[config.mk]
export PLATFORM = sky130hd
export DESIGN_NAME = fft_sequencer_flat
export DESIGN_NICKNAME = d
export VERILOG_FILES = /design/src/rtl/fft_sequencer_if.sv /design/src/rtl/fft_sequencer.sv /design/src/flat_wrapper.sv
export SDC_FILE = /design/constraint.sdc
export NUM_CORES = 1
export LEC_CHECK = 0
export ABC_AREA = 1
export CAP_MARGIN = 20
export CELL_PAD_IN_SITES_DETAIL_PLACEMENT = 1
export CELL_PAD_IN_SITES_GLOBAL_PLACEMENT = 1
export CORE_AREA = 10 10 126 128
export CTS_BUF_LIST = sky130_fd_sc_hd__clkbuf_4 sky130_fd_sc_hd__clkbuf_8
export CTS_CLUSTER_SIZE = 25
export DETAILED_ROUTE_END_ITERATION = 8
export DIE_AREA = 0 0 136 138
export PLACE_DENSITY_LB_ADDON = 0.15
export SYNTH_ARGS = -nofsm -noshare
export SYNTH_HDL_FRONTEND = slang
export SYNTH_SLANG_ARGS = --single-unit
[constraint.sdc]
create_clock -name clk_i -period 5.54 [get_ports clk_i]
set_clock_uncertainty 0.1 [all_clocks]
set_input_delay 0.554 -clock clk_i [delete_from_list [all_inputs] [get_ports clk_i]]
set_output_delay 0.554 -clock clk_i [all_outputs]
set_load 0.01 [all_outputs]
[src/rtl/fft_sequencer_if.sv]
// Butterfly descriptor channel between the FFT sequencer (master) and the datapath (slave),
// including the per-butterfly write-back acknowledge returned by the datapath.
interface fft_sequencer_if #(
    parameter int MAX_LOG2N = 10
);
    logic                   op_valid_o;
    logic                   op_ready_i;
    logic [MAX_LOG2N-1:0]   op_addr_a_o;
    logic [MAX_LOG2N-1:0]   op_addr_b_o;
    logic [MAX_LOG2N-2:0]   op_tw_idx_o;
    logic [3:0]             op_stage_o;
    logic                   op_last_o;
    logic                   wb_ack_i;

    modport master (
        output op_valid_o, op_addr_a_o, op_addr_b_o, op_tw_idx_o, op_stage_o, op_last_o,
        input  op_ready_i, wb_ack_i
    );

    modport slave (
        input  op_valid_o, op_addr_a_o, op_addr_b_o, op_tw_idx_o, op_stage_o, op_last_o,
        output op_ready_i, wb_ack_i
    );
endinterface

[src/rtl/fft_sequencer.sv]
// Address sequencer for an in-place radix-2 DIT FFT: walks stages and butterflies,
// throttles on outstanding write-backs and holds a barrier between stages.
module fft_sequencer #(
    parameter int MAX_LOG2N = 10,
    parameter int MAX_OUTST = 4
) (
    input  logic            clk_i,
    input  logic            rst_ni,
    input  logic            start_i,
    input  logic [3:0]      log2n_i,
    fft_sequencer_if.master op,
    output logic            busy_o,
    output logic            done_o,
    output logic            err_o
);
    localparam int AW = MAX_LOG2N;
    localparam int KW = MAX_LOG2N - 1;
    localparam int TW = MAX_LOG2N - 1;
    localparam int OW = $clog2(MAX_OUTST + 1);

    typedef enum logic [1:0] {ST_IDLE, ST_ISSUE, ST_DRAIN, ST_DONE} state_e;

    state_e         state_q, state_d;
    logic [3:0]     n_log_q, n_log_d;
    logic [3:0]     s_q, s_d;
    logic [KW-1:0]  k_q, k_d;
    logic [OW-1:0]  outst_q, outst_d;
    logic           err_q, err_d;
    logic           busy_q, busy_d;
    logic           done_q, done_d;
    logic           valid_q, valid_d;
    logic           last_q, last_d;
    logic [AW-1:0]  addr_a_q, addr_a_d;
    logic [AW-1:0]  addr_b_q, addr_b_d;
    logic [TW-1:0]  tw_q, tw_d;
    logic [3:0]     stage_q, stage_d;

    logic           fire;
    logic           ack_eff;
    logic           start_ok;
    logic           issuing;
    logic [AW-1:0]  h, kx, p, g, a;

    function automatic logic [KW-1:0] last_k(input logic [3:0] n);
        logic [AW-1:0] half;
        half = AW'(1) << (n - 4'd1);
        return KW'(half - AW'(1));
    endfunction

    assign start_ok = start_i && (log2n_i != 4'd0) && (int'(log2n_i) <= MAX_LOG2N);

    always_comb begin
        state_d = state_q;
        n_log_d = n_log_q;
        s_d     = s_q;
        k_d     = k_q;
        err_d   = err_q;

        fire    = valid_q & op.op_ready_i;
        // Acks with nothing outstanding are spurious and must not underflow the counter.
        ack_eff = op.wb_ack_i & (outst_q != '0);
        outst_d = outst_q;
        if (fire && !ack_eff) begin
            outst_d = outst_q + OW'(1);
        end else if (!fire && ack_eff) begin
            outst_d = outst_q - OW'(1);
        end

        case (state_q)
            ST_IDLE: begin
                if (start_i) begin
                    if (start_ok) begin
                        n_log_d = log2n_i;
                        s_d     = 4'd0;
                        k_d     = '0;
                        err_d   = 1'b0;
                        state_d = ST_ISSUE;
                    end else begin
                        err_d   = 1'b1;
                    end
                end
            end
            ST_ISSUE: begin
                if (fire) begin
                    if (k_q == last_k(n_log_q)) begin
                        k_d     = '0;
                        state_d = ST_DRAIN;
                    end else begin
                        k_d     = k_q + KW'(1);
                    end
                end
            end
            ST_DRAIN: begin
                // Leave the barrier on the edge that retires the final write-back.
                if (outst_d == '0) begin
                    if (s_q == n_log_q - 4'd1) begin
                        state_d = ST_DONE;
                    end else begin
                        s_d     = s_q + 4'd1;
                        state_d = ST_ISSUE;
                    end
                end
            end
            ST_DONE: begin
                state_d = ST_IDLE;
            end
            default: begin
                state_d = ST_IDLE;
            end
        endcase

        h  = AW'(1) << s_d;
        kx = AW'(k_d);
        p  = kx & (h - AW'(1));
        g  = kx >> s_d;
        a  = (g << (s_d + 4'd1)) | p;

        issuing  = (state_d == ST_ISSUE);
        busy_d   = (state_d != ST_IDLE);
        done_d   = (state_d == ST_DONE);
        valid_d  = issuing && (outst_d < OW'(MAX_OUTST));
        addr_a_d = issuing ? a : '0;
        addr_b_d = issuing ? (a | h) : '0;
        tw_d     = issuing ? TW'(p << (n_log_d - 4'd1 - s_d)) : '0;
        stage_d  = issuing ? s_d : 4'd0;
        last_d   = issuing && (s_d == n_log_d - 4'd1) && (k_d == last_k(n_log_d));
    end

    always_ff @(posedge clk_i or negedge rst_ni) begin
        if (!rst_ni) begin
            state_q  <= ST_IDLE;
            n_log_q  <= 4'd0;
            s_q      <= 4'd0;
            k_q      <= '0;
            outst_q  <= '0;
            err_q    <= 1'b0;
            busy_q   <= 1'b0;
            done_q   <= 1'b0;
            valid_q  <= 1'b0;
            last_q   <= 1'b0;
            addr_a_q <= '0;
            addr_b_q <= '0;
            tw_q     <= '0;
            stage_q  <= 4'd0;
        end else begin
            state_q  <= state_d;
            n_log_q  <= n_log_d;
            s_q      <= s_d;
            k_q      <= k_d;
            outst_q  <= outst_d;
            err_q    <= err_d;
            busy_q   <= busy_d;
            done_q   <= done_d;
            valid_q  <= valid_d;
            last_q   <= last_d;
            addr_a_q <= addr_a_d;
            addr_b_q <= addr_b_d;
            tw_q     <= tw_d;
            stage_q  <= stage_d;
        end
    end

    assign op.op_valid_o  = valid_q;
    assign op.op_addr_a_o = addr_a_q;
    assign op.op_addr_b_o = addr_b_q;
    assign op.op_tw_idx_o = tw_q;
    assign op.op_stage_o  = stage_q;
    assign op.op_last_o   = last_q;
    assign busy_o         = busy_q;
    assign done_o         = done_q;
    assign err_o          = err_q;
endmodule

[src/flat_wrapper.sv]
// flat-port wrapper written by rule: the top's interface ports become plain ports
module fft_sequencer_flat 
#(
    parameter int MAX_LOG2N = 10,
    parameter int MAX_OUTST = 4
)
  (clk_i, rst_ni, start_i, log2n_i, busy_o, done_o, err_o, op_op_valid_o, op_op_addr_a_o, op_op_addr_b_o, op_op_tw_idx_o, op_op_stage_o, op_op_last_o, op_op_ready_i, op_wb_ack_i);
  fft_sequencer_if #(.MAX_LOG2N(MAX_LOG2N)) op_i ();
  input  logic clk_i;
  input  logic rst_ni;
  input  logic start_i;
  input  logic [3:0] log2n_i;
  output logic busy_o;
  output logic done_o;
  output logic err_o;
  output wire logic [$bits(op_i.op_valid_o)-1:0] op_op_valid_o;
  output wire logic [$bits(op_i.op_addr_a_o)-1:0] op_op_addr_a_o;
  output wire logic [$bits(op_i.op_addr_b_o)-1:0] op_op_addr_b_o;
  output wire logic [$bits(op_i.op_tw_idx_o)-1:0] op_op_tw_idx_o;
  output wire logic [$bits(op_i.op_stage_o)-1:0] op_op_stage_o;
  output wire logic [$bits(op_i.op_last_o)-1:0] op_op_last_o;
  input wire logic [$bits(op_i.op_ready_i)-1:0] op_op_ready_i;
  input wire logic [$bits(op_i.wb_ack_i)-1:0] op_wb_ack_i;
  assign op_op_valid_o = op_i.op_valid_o;
  assign op_op_addr_a_o = op_i.op_addr_a_o;
  assign op_op_addr_b_o = op_i.op_addr_b_o;
  assign op_op_tw_idx_o = op_i.op_tw_idx_o;
  assign op_op_stage_o = op_i.op_stage_o;
  assign op_op_last_o = op_i.op_last_o;
  assign op_i.op_ready_i = op_op_ready_i;
  assign op_i.wb_ack_i = op_wb_ack_i;
  fft_sequencer #(.MAX_LOG2N(MAX_LOG2N), .MAX_OUTST(MAX_OUTST)) u_core (.clk_i(clk_i), .rst_ni(rst_ni), .start_i(start_i), .log2n_i(log2n_i), .op(op_i), .busy_o(busy_o), .done_o(done_o), .err_o(err_o));
endmodule
==> results of run 1 <==
power by group:
part	internal, uW	switching (uW)	leakage, uW
combinational	633	1150	0.00232
sequential	549	74.1	0.000781
clock	275	185	0.000113
routing by layer:
layer / part of all wire / GRT usage
met1: 0.43 / 0.229
met2: 0.52 / 0.349
met3: 0.028 / 0.0290
met4: 0.025 / 0.0752
met5: 0 / 0
registers in the layout (all words and copies together), names as in the netlist, 2 cells and up:
register and flops:
u_core.op.op_addr_a_o 10, u_core.outst_q 3, u_core.op.op_addr_b_o 10, u_core.s_q 4, u_core.op.op_tw_idx_o 9, u_core.op.op_stage_o 4, u_core.k_q 9, u_core.state_q 2
u_core.n_log_q 4
through the flow:
step / cells / hold WS [ns] / total power (uW)
5_1_grt: 1019 / 0.314 / 3160
2_1_floorplan: 786 / 0.158 / 1870
3_3_place_gp: 1003 / 0.430 / 2360
6_report: 1019 / 0.236 / 2870
3_5_place_dp: 1003 / 0.446 / 2420
4_1_cts: 1019 / 0.272 / 2900
cell usage after synthesis (all sizes together):
cell type / number / area share
nand2: 244 / 0.19
nand3: 125 / 0.12
inv: 114 / 0.082
nor2: 69 / 0.062
dfrtp: 60 / 0.29
ha: 28 / 0.067
a21oi: 25 / 0.028
xor2: 23 / 0.038
o21ai: 19 / 0.020
nand4: 18 / 0.021
buf: 14 / 0.019
nor3: 11 / 0.012
a31oi: 10 / 0.012
xnor2: 4 / 0.0067
a21boi: 3 / 0.0043
nand3b: 3 / 0.0043
and3: 2 / 0.0024
clkbuf: 2 / 0.0014
clkinv: 2 / 0.0014
o211ai: 2 / 0.0029
or2: 2 / 0.0024
a31o: 1 / 0.0017
and2: 1 / 0.0017
fa: 1 / 0.0038
mux2: 1 / 0.0021
nor4: 1 / 0.0024
o21bai: 1 / 0.0014
worst paths after layout:
check	startpoint	end	slack, ns
worst max register to register	u_core.outst_q[0]	u_core.op.op_tw_idx_o[6]	0.91
min in group clk_i	u_core.err_o	u_core.err_o	0.45
worst min-delay path	rst_ni	u_core.outst_q[1]	0.24
worst max-delay path	u_core.outst_q[0]	u_core.op.op_tw_idx_o[6]	0.91
max in group asynchronous	rst_ni	u_core.op.op_tw_idx_o[5]	4.57
worst min register to register	u_core.err_o	u_core.err_o	0.45
cell families (layout without fill, tap and decap cells):
| family | count (synthesis) | in the layout | share of synthesized area |
|---|---|---|---|
| AO/OA/AOI/OAI | 61 | 61 | 0.0699 |
| XOR/XNOR | 27 | 27 | 0.0451 |
| adder cells (fa/ha/maj) | 29 | 29 | 0.0706 |
| buffers and inverters | 132 | 185 | 0.104 |
| flip-flops | 60 | 60 | 0.286 |
| multiplexers | 1 | 1 | 0.00215 |
| AND/OR/NAND/NOR | 476 | 476 | 0.422 |
final cells by class:
cell class / instances / share of cell area
clock buffer: 12 / 0.0250
multi-input combinational: 594 / 0.525
clock inverter: 4 / 0.0119
timing repair buffer: 53 / 0.0834
tap: 180 / 0.0370
sequential: 60 / 0.246
inverter: 116 / 0.0719
==> impl_metrics.tcl, run 1 <==
set metrics [dict create \
    postCtsSetupBuffers 0 \
    drt_iter0_drc 250 \
    fin_crit_sh 0.836 \
    portBuffers 46 \
    finalSetupTns_ns 0 \
    first_pass_iters 5 \
    wl_per_cell_um 17.5 \
    antenna_found_initial 0 \
    postLayoutCoreUtil 0.451 \
    ys_warn_count 0 \
    cp-end-kind "register" \
    wirelength_um 17800 \
    slew_headroom 0.479 \
    cts-root-buf "clkbuf_8" \
    synthCells 786 \
    antennaDiodeCount 0 \
    cp-start-kind "register" \
    worst_pin_slew_ns 0.781 \
    setup_violations 0 \
    clk_pin_slew_ns 0.07 \
    ir_drop_uv 272 \
    netlist_area_um2 5240 \
    cts_sinks 60 \
    leakage_uw 0.00321 \
    post-route-drc-count 0 \
    clockBufferDepth 2 \
    cts_buffers 9 \
    placed_area_um2 5870 \
    rows 43 \
    layout_commonest_cell "nand2_1" \
    period_minus_slack_ns 4.63 \
    slew_violations 0 \
    grt_max_degree 61 \
    cp.depth 29 \
    pin_count 47 \
    ctsHoldBuffers 0 \
    cts_resized 0 \
    drive_gt1_frac 0.104 \
    powerDensity_nw_per_um2 471 \
    dp_hpwl_um 14600 \
    gp_congestion 0.918 \
    critPathMaxFanout 5 \
    rsz0062_at_grt "false" \
    grt-ovfl-total 0 \
    crit_arrival_ns 4.82 \
    worstSkewPairLatency_ns 0.36 \
    cts_tree "built" \
    worstPathRequired_ns 5.73 \
    cp_top_family "simple AND/OR/NAND/NOR gates" \
    antenna_left 0 \
    grt_pass1_wl_um 30000 \
    avgSynthCellArea_um2 6.67 \
    synth_seq_area_share 0.286 \
    route.vias.total 5288 \
    synthesis.nets 824 \
    synth_seq_cells 60 \
    die-width_um 136 \
    die_y_um 138 \
    fillers 1796 \
    ff_latch_area_um2 1500 \
    grt_pass1_vias 5716 \
    setup_ws_ns 0.911 \
    vias_per_cell 5.19 \
    final_area_um2 6090 \
    grt_usage 0.196 \
    cpPeakStageDelay_ns 0.40 \
    cts-htree-levels 3 \
    area.growth.synth_to_final_pct 16.3 \
    status "finished clean" \
    crit_buf_inv 6 \
    fin_nets 872 \
    hp-class "in2async" \
    synthDistinctLibCells 45 \
    drv_cap 0 \
    cp_common_cell "nand2_1" \
    worstRegToRegCells 29 \
    design.core.area_um2 13500 \
    hold_viol 0 \
    critPathKind "reg2reg" \
    timing.fmax_mhz 216 \
    cpMaxStageDelayCell "dfrtp_1" \
    multi_input_area_um2 3200 \
    initial_utilization 0.388 \
    die-area_um2 18800 \
    dp_slack_ns 0.767 \
    most-common-layout-cells "nand2_1, nand3_1, inv_1" \
]
No activity file was read; power rests on OpenSTA's default activity.
==> inputs of run 2 (changes only) <==
Settings changed: CORE_AREA 10 10 126 128 to 10 10 127 129, DIE_AREA 0 0 136 138 to 0 0 137 139.
Clock period 5.54 ns to 3.9 ns, I/O delays scaled along.
==> run 2 against run 1 <==
The flow now finishes with violations (hold timing). Combinational power up 93%. Clock-buffer cell count down 2. Die area up 1.5%. Critical path depth decreased by 3. Register-to-register slack worse by 0.91 ns. Critical path type unchanged. Critical endpoint is now u_core.op.op_tw_idx_o[8]. Largest cell class unchanged.
==> impl_metrics.tcl, run 2 (synthesis results as in run 1) <==
set metrics [dict create \
    status "finished with violations" \
    violations "hold timing" \
    drive_gt1_frac 0.333 \
    most-common-layout-cells "nand2_1, buf_4, nand3_1" \
    cp-start-kind "register" \
    cts_buffers 9 \
    first_pass_iters 4 \
    area.growth.synth_to_final_pct 44.0 \
    cts-root-buf "clkbuf_8" \
    worst_pin_slew_ns 0.799 \
    whs_ns -0.00329 \
    grt_pass1_wl_um 32700 \
    worstRegToRegCells 26 \
    cpPeakStageDelay_ns 0.39 \
    cp_common_cell "nand2_2" \
    postLayoutCoreUtil 0.553 \
    fin_nets 986 \
    dr.max_layer_used "met4" \
    cts_sinks 60 \
    r2r_start "u_core.outst_q[1]" \
    grt_max_degree 35 \
    grt_usage 0.216 \
    antennaDiodeCount 0 \
    wl_met3_um 593 \
    grt_pass1_vias 6337 \
    critPathMaxFanout 6 \
    setup_violations 0 \
    period_minus_slack_ns 3.90 \
    worstPathRequired_ns 4.10 \
    dp_hpwl_um 16000 \
    rows 43 \
    initial_utilization 0.384 \
    route.vias.total 5925 \
    ctsHoldBuffers 0 \
    slew_violations 0 \
    worstSkewPairLatency_ns 0.38 \
    setup_ws_ns 0.000245 \
    dp_slack_ns -0.313 \
    timing.rr.end "u_core.op.op_tw_idx_o[8]" \
    die-area_um2 19000 \
    crit_buf_inv 9 \
    antenna_found_initial 0 \
    gp_congestion 0.923 \
    vias_per_cell 5.23 \
    hold_viol 8 \
    hp-class "in2async" \
    r2r_slack_ns 0.0002 \
    fin_crit_sh 1.00 \
    rsz0062_at_grt "true" \
    critPathKind "reg2reg" \
    die-width_um 137 \
    power_uw 4920 \
    cpMaxStageDelayCell "dfrtp_1" \
    clk_pin_slew_ns 0.08 \
    wl_met1_um 8630 \
    layout_commonest_cell "nand2_1" \
    wl_per_cell_um 18.6 \
    leakage_uw 0.00381 \
    powerDensity_nw_per_um2 652 \
    antenna_left 0 \
    pin_count 47 \
    crit_arrival_ns 4.10 \
    die_y_um 139 \
    design.core.area_um2 13700 \
    post-route-drc-count 0 \
    slew_headroom 0.467 \
    cp_top_family "simple AND/OR/NAND/NOR gates" \
    placed_area_um2 6550 \
    ff_latch_area_um2 1500 \
    finalSetupTns_ns 0 \
    wirelength_um 21100 \
    fillers 1767 \
    final_area_um2 7550 \
    clockBufferDepth 2 \
    wl_met2_um 11100 \
    multi_input_area_um2 3760 \
    portBuffers 46 \
    cp-end-kind "register" \
    grt-ovfl-total 0 \
    cts-htree-levels 3 \
    drt_iter0_drc 250 \
    ir_drop_uv 420 \
    timing.fmax_mhz 256 \
    drv_cap 0 \
    cts_tree "built" \
]
## run 2: cell types whose count changed in the layout (fill, tap and decap cells not counted), moves of 8 or more
| cell | change |
|---|---|
| buf_4 | +104 |
| nand2_1 | -33 |
| nand2_2 | +32 |
| nand3_1 | -30 |
| nand3_2 | +25 |
| inv_1 | -15 |
| ha_1 | -13 |
| nor2_1 | -12 |
| nor2_4 | +11 |
| ha_4 | +10 |
| inv_2 | +10 |
| a21oi_1 | -9 |
| a21oi_2 | +8 |
## run 2: layout make-up
type	count	area share
Tap cell	180	0.0298
Sequential cell	60	0.199
Multi-Input combinational cell	594	0.498
Clock inverter	6	0.00862
Timing Repair Buffer	167	0.188
Inverter	116	0.0597
Clock buffer	10	0.0174
## run 2: what timing repair did
action	4_1_cts	5_1_grt
setup buffers	5	20
setup endpoints to repair	27	31
pin swaps	11	47
resized for setup	39	122
## run 2: metrics by stage
| step | instances | hold WS, ns |
|---|---|---|
| detailed placement | 1092 | 0.422 |
| CTS | 1113 | 0.000835 |
| floorplan | 786 | -0.00559 |
| global route | 1133 | 0.0338 |
| finish | 1133 | -0.00329 |
| global placement | 1092 | 0.398 |
## run 2: worst register-to-register path, cell delays in order, from the launching register on
cell and delay (ns):
dfrtp_1 0.39, inv_1 0.06, ha_2 0.19, ha_4 0.14, inv_4 0.05, nand3_4 0.08
buf_6 0.12, nand2_2 0.06, xor2_2 0.20, nor3_4 0.25, nand2_2 0.11, nor2_4 0.12
buf_4 0.13, nand2_1 0.05, nand2_1 0.07, nand2_2 0.11, inv_4 0.13, buf_4 0.13
ha_1 0.13, inv_1 0.07, fa_1 0.38, xor2_1 0.25, buf_4 0.21, nand3_2 0.09
nand2_2 0.06, inv_1 0.04, a21oi_2 0.12
## run 2: worst max-delay path by stage
stage	start	to	slack [ns]	cells past startpoint
6_report	u_core.outst_q[1]	u_core.op.op_tw_idx_o[8]	0.0002	26
5_1_grt	u_core.outst_q[1]	u_core.op.op_tw_idx_o[7]	-0.23	31
4_1_cts	u_core.n_log_q[1]	u_core.op.op_addr_b_o[7]	0.005	31
3_5_place_dp	op_op_ready_i	u_core.op.op_tw_idx_o[8]	-0.31	29
3_3_place_gp	op_op_ready_i	u_core.op.op_tw_idx_o[8]	-0.11	29
2_1_floorplan	u_core.outst_q[0]	u_core.op.op_tw_idx_o[7]	0.02	33
## run 2: power by group
part	switching (uW)	leakage, uW	internal, uW	total [uW]
Combinational	2020	0.00293	1440	3460
Sequential	97.0	0.000781	780	877
Clock	287	0.0000996	302	588
Total	2400	0.00381	2520	4920
## run 2: layer usage
layer | vias up | track usage
met1 | 2928 | 0.252
met3 | 53 | 0.0315
li1 | 2846 | -
met5 | - | 0
met4 | 0 | 0.104
met2 | 98 | 0.375
